$ cat src/rtl/inst_fetch_pkg.sv
// inst_fetch_pkg: shared fetch entry type, state encoding and default constants
package inst_fetch_pkg;
  typedef struct packed {
    logic [31:0] pc;
    logic [31:0] inst;
    logic        fault;
  } fetch_info_t;
  typedef enum logic [1:0] {S_REQ, S_WAIT, S_KILL, S_HALT} fetch_state_e;
  localparam logic [31:0] NOP_INST_DEF = 32'h0000_0013;
  localparam logic [31:0] RESET_PC_DEF = 32'h0000_0000;
endpackage

$ cat src/rtl/fetch_skid.sv
// fetch_skid: single-entry fetch buffer with push/pop/flush and full flag
module fetch_skid
  import inst_fetch_pkg::*;
(
  input  logic        clk,
  input  logic        rst,
  input  logic        push,
  input  logic        pop,
  input  logic        flush,
  input  fetch_info_t din,
  output logic        full,
  output fetch_info_t dout
);
  logic        full_q, full_d;
  fetch_info_t data_q, data_d;
  always_comb begin
    full_d = ~flush & (push | (full_q & ~pop));
    data_d = push ? din : data_q;
  end
  always_ff @(posedge clk) begin
    if (rst) begin
      full_q <= 1'b0;
      data_q <= '0;
    end else begin
      full_q <= full_d;
      data_q <= data_d;
    end
  end
  assign full = full_q;
  assign dout = data_q;
endmodule

$ cat src/rtl/inst_fetch.sv
// inst_fetch: PC owner issuing one imem request at a time into an output register plus skid
module inst_fetch
  import inst_fetch_pkg::*;
#(
  parameter logic [31:0] RESET_PC = RESET_PC_DEF,
  parameter logic [31:0] NOP_INST = NOP_INST_DEF
) (
  input  logic        clk,
  input  logic        rst,
  output logic        imem_req_valid,
  input  logic        imem_req_ready,
  output logic [31:0] imem_req_addr,
  input  logic        imem_resp_valid,
  input  logic [31:0] imem_resp_data,
  input  logic        imem_resp_err,
  input  logic        stall,
  input  logic        redirect_valid,
  input  logic [31:0] redirect_pc,
  output logic        out_valid,
  output logic [31:0] out_inst,
  output logic [31:0] out_pc,
  output logic        out_fault
);
  fetch_state_e state_q, state_d;
  logic [31:0]  pc_q, pc_d;
  fetch_info_t  out_q, out_d, resp_info, skid_dout;
  logic         out_valid_q, out_valid_d;
  logic         skid_full, consume, hs, resp, skid_push, skid_pop;
  always_comb begin
    consume = out_valid_q & ~stall;
    imem_req_valid = ~rst & (state_q == S_REQ) & ~skid_full;
    imem_req_addr = pc_q;
    hs = imem_req_valid & imem_req_ready;
    resp = imem_resp_valid & (state_q == S_WAIT) & ~redirect_valid;
    // pc already advanced past the request in flight
    resp_info = '{pc: pc_q - 32'd4, inst: imem_resp_err ? NOP_INST : imem_resp_data, fault: imem_resp_err};
    skid_push = resp & out_valid_q & ~consume;
    skid_pop = consume & skid_full & ~redirect_valid;
    out_d = out_q;
    out_valid_d = out_valid_q & ~consume;
    if (redirect_valid) out_valid_d = 1'b0;
    else if (resp & ~skid_push) begin
      out_d = resp_info;
      out_valid_d = 1'b1;
    end else if (skid_pop) begin
      out_d = skid_dout;
      out_valid_d = 1'b1;
    end
    state_d = state_q;
    pc_d = pc_q;
    case (state_q)
      S_REQ: if (hs) begin
        state_d = S_WAIT;
        pc_d = pc_q + 32'd4;
      end
      S_WAIT: if (imem_resp_valid) state_d = imem_resp_err ? S_HALT : S_REQ;
      S_KILL: if (imem_resp_valid) state_d = S_REQ;
      default: ;
    endcase
    // a redirect must still swallow any response owed to an older request
    if (redirect_valid) begin
      pc_d = {redirect_pc[31:2], 2'b00};
      state_d = (hs || ((state_q == S_WAIT || state_q == S_KILL) && !imem_resp_valid)) ? S_KILL : S_REQ;
    end
  end
  always_ff @(posedge clk) begin
    if (rst) begin
      state_q <= S_REQ;
      pc_q <= RESET_PC;
      out_q <= '0;
      out_valid_q <= 1'b0;
    end else begin
      state_q <= state_d;
      pc_q <= pc_d;
      out_q <= out_d;
      out_valid_q <= out_valid_d;
    end
  end
  fetch_skid u_skid (
    .clk  (clk),
    .rst  (rst),
    .push (skid_push),
    .pop  (skid_pop),
    .flush(redirect_valid),
    .din  (resp_info),
    .full (skid_full),
    .dout (skid_dout)
  );
  assign out_valid = out_valid_q;
  assign out_inst = out_q.inst;
  assign out_pc = out_q.pc;
  assign out_fault = out_q.fault;
endmodule

$ cat config.mk
export PLATFORM = sky130hd
export DESIGN_NAME = inst_fetch
export DESIGN_NICKNAME = d
export VERILOG_FILES = /design/src/rtl/inst_fetch_pkg.sv /design/src/rtl/fetch_skid.sv /design/src/rtl/inst_fetch.sv
export SDC_FILE = /design/constraint.sdc
export NUM_CORES = 1
export LEC_CHECK = 0
export BUFFER_PORTS_ARGS = -buffer_cell sky130_fd_sc_hd__buf_2
export CAP_MARGIN = 5
export CORE_AREA = 2 2 105 133
export DETAILED_ROUTE_END_ITERATION = 16
export DIE_AREA = 0 0 107 135
export GPL_TIMING_DRIVEN = 0
export PLACE_DENSITY = 0.93
export SYNTH_ARGS = -nofsm -noshare
export SYNTH_HDL_FRONTEND = slang
export SYNTH_SLANG_ARGS = --single-unit
$ cat constraint.sdc
create_clock -name clk -period 5.2 [get_ports clk]
set_clock_uncertainty 0.15 [all_clocks]
set_input_delay 0.78 -clock clk [delete_from_list [all_inputs] [get_ports clk]]
set_output_delay 0.78 -clock clk [all_outputs]
set_load 0.05 [all_outputs]
==> results.ini <==
[floorplanning]
pin_count = 170
die_area_mm2 = 0.0144
die_width_um = 107
core_mm2 = 0.0131
start_util = 0.584
die_height_um = 135
rows = 47

[critical_path]
crit_required_ps = 4270
end_kind = primary output
worst_setup_path_start_kind = input pin
criticalPathCategory = in -> out
cpMaxStageDelayCell = nor3b_1
slowest_delay_ps = 460
timing.critical_path.arrival_ps = 2280
crit_path_max_fanout = 10
cpLargestDelayFamily = buffers and inverters
reg2reg_slack_ps = 2320
crit_path_cell_trace = buf_2, clkbuf_1, clkbuf_1, nor3b_1, buf_2
path_buf_inv = 4

[logic_synthesis]
synth-async-reset-ratio = 0
ys_warn_count = 0
ys_seq_elements = 160
synthTopCellsByArea = dfxtp_1 (42%), a211oi_1 (13%), nor2_1 (5.5%)
synth_edf_count = 0
ys_types = 56
syn_inst = 907
synth_top_area_frac = 0.418
yosysTopAreaCell = dfxtp_1
synth_area_per_cell_um2 = 8.45
synth_seq_area_share = 0.418
synthFlopType = dfxtp_1
syn_area_mm2 = 0.00766

[hold_path]
hold_class = reg -> reg

[drt]
antenna_left = 0
vias = 7789
detail_route.wl_per_cell_um = 18.5
dr.pass1.iters = 7
drc = 0
drt_iter0_drc = 726
finalWirelength_mm = 23.6
vias_per_cell = 6.10

[power]
irDropWorstVdd_mv = 0.222
pwr-share-seq = 0.436
p_comb_frac = 0.154
leakage_nw = 3.54
total_power_mw = 2.96
switching_power_uw = 931
clock_power_share = 0.410
p_per_area_mw_per_mm2 = 319
p_sw_frac = 0.315
power.internal_mw = 2.03

[sta]
maxSlewHeadroom = 0.383
finalHoldViolCount = 0
finalSetupTns_ps = 0
period_share = 0.617
worst_slew_pin_slew_ps = 919
finalMaxSlewViolations = 0
setup_violations = 0
rsz0062_at_grt = no
hold_ws_ps = 309
finalWorstSetupSlack_ps = 1990
period_needed_ps = 3210
fmax_mhz = 312

[final_layout]
finish.utilization = 0.707
final_area_mm2 = 0.00927
areaGrowthSynthToFinish_pct = 21.0
drive_gt1_frac = 0.207
fin_cells = 1276
final_nets = 1167

[global_routing]
grt_pass1_vias = 7523
antenna_found_initial = 0
grt-busiest-layer = met2
grt_max_degree = 18
met3_usage = 0.0772
met2_usage = 0.553
grt_pass1_wl_mm = 37.3
overflow = 0
grt_usage = 0.326
grtUsageMet1 = 0.376

[cts]
insertion_delay_ps = 440
cts-htree-levels = 4
hold_buffers = 0
post_cts_buffers = 0
cts-root-buf = clkbuf_16
clkSlewWorstSetupHoldPaths_ps = 70
cts_num_sinks = 160
cts_tree = done
cts_buffer_depth = 2
cts-resized-gates = 0
cts_buffers = 17

[run]
cap_viol_max_count = 0

[outcome]
outcome = finished clean

[placed_design]
gp_congestion = 0.921
dp_hpwl_mm = 17.0
dp_slack_ps = 2120
dpl-instance-area_mm2 = 0.00870
portBuffers = 162
placed_cells = 1243

## worst register-to-register path, delay by kind of cell (launching register included)
kind | cells | cell delay, ps
compound gates | 1 | 130
xor+xnor | 1 | 340
fa+ha+maj | 1 | 220
buf+inv | 2 | 380
flops | 1 | 320
simple gates | 3 | 1200
## cells in the final DEF, fill, tap and decap left out, types with 5 or more instances in the layout
cell type    n
buf_2      177
dfxtp_1    160
a211oi_1   135
nor2_1     112
nand2_1     94
nor2b_1     58
clkbuf_1    56
a21oi_1     46
mux2i_1     38
xor2_1      34
nand3_1     19
nand4_1     18
nor3_1      17
xnor2_1     17
clkbuf_16   17
inv_1        7
buf_1        7
buf_4        6
nand3b_1     5
nor4_1       5
o21ai_0      5
ha_1         5
inv_6        5
## synth_stat cells (2+ instances only)
cell type,instances
nand4_1,18
or4_1,3
nor2b_1,58
mux2i_1,38
a211oi_1,135
xor2_1,34
or2_2,2
ha_1,5
xnor2_1,17
clkbuf_1,56
buf_2,15
inv_1,7
and4_2,2
and3_1,2
o21ai_0,5
and4_1,3
or3_1,3
nor3_1,17
a21oi_1,46
nand3_1,19
nor2_1,112
dfxtp_1,160
buf_1,7
nand4b_1,4
nand3b_1,5
nand2_1,94
buf_4,6
nor4_1,5
nor3b_1,2
## kinds of logic (layout without fill, tap and decap cells)
family | Yosys count | after routing | share of synthesized area
adders and majority gates | 5 | 5 | 0.00816
muxes | 39 | 39 | 0.0511
xor gates and xnor gates | 51 | 51 | 0.0583
other | 1 | 5 | 0.000489
DFF | 160 | 160 | 0.418
AOI/OAI and AO/OA | 195 | 195 | 0.175
and+or+nand+nor | 363 | 363 | 0.237
buffers and inverters | 93 | 287 | 0.0519
## state kept, by name (all words and copies together) (netlist names)
register and count:
state_q 2, u_skid.full 1, out_fault 1, out_pc 30, out_inst 32, out_valid 1
imem_req_addr 30, u_skid.dout 63
## layer usage
metal	vias up	wire length, µm
met4	0	1160
met5	-	0
met1	3636	8740
met3	106	2210
met2	466	11500
li1	3581	-
## power by group through the flow
stage / registers, mW / logic, mW / clock network (mW)
after floorplan: 1.42 / 0.208 / 0
after global placement: 1.31 / 0.436 / 0
after detailed placement: 1.32 / 0.446 / 0
after CTS: 1.29 / 0.449 / 1.21
after global routing: 1.29 / 0.483 / 1.26
final: 1.29 / 0.456 / 1.21
## final timing paths
path,end,depth (start not counted),from
worst max-delay path,imem_req_valid,5,rst
worst min-delay path,u_skid.dout[26]$_SDFFE_PP0P_,2,u_skid.dout[26]$_SDFFE_PP0P_
worst max register to register,u_skid.dout[63]$_SDFFE_PP0P_,8,imem_req_addr[2]$_SDFFE_PP0P_
worst min register to register,u_skid.dout[26]$_SDFFE_PP0P_,2,u_skid.dout[26]$_SDFFE_PP0P_
## layout make-up
class / count / area (µm²)
sequential: 160 / 3200
multi-input combinational: 657 / 4080
timing repair buffer: 162 / 811
buffer: 85 / 368
antenna: 1 / 2.50
fill: 958 / 3840
clock buffer: 17 / 425
tap: 171 / 214
clock inverter: 15 / 144
inverter: 8 / 30.0
Power figures use the tool's default switching activity.
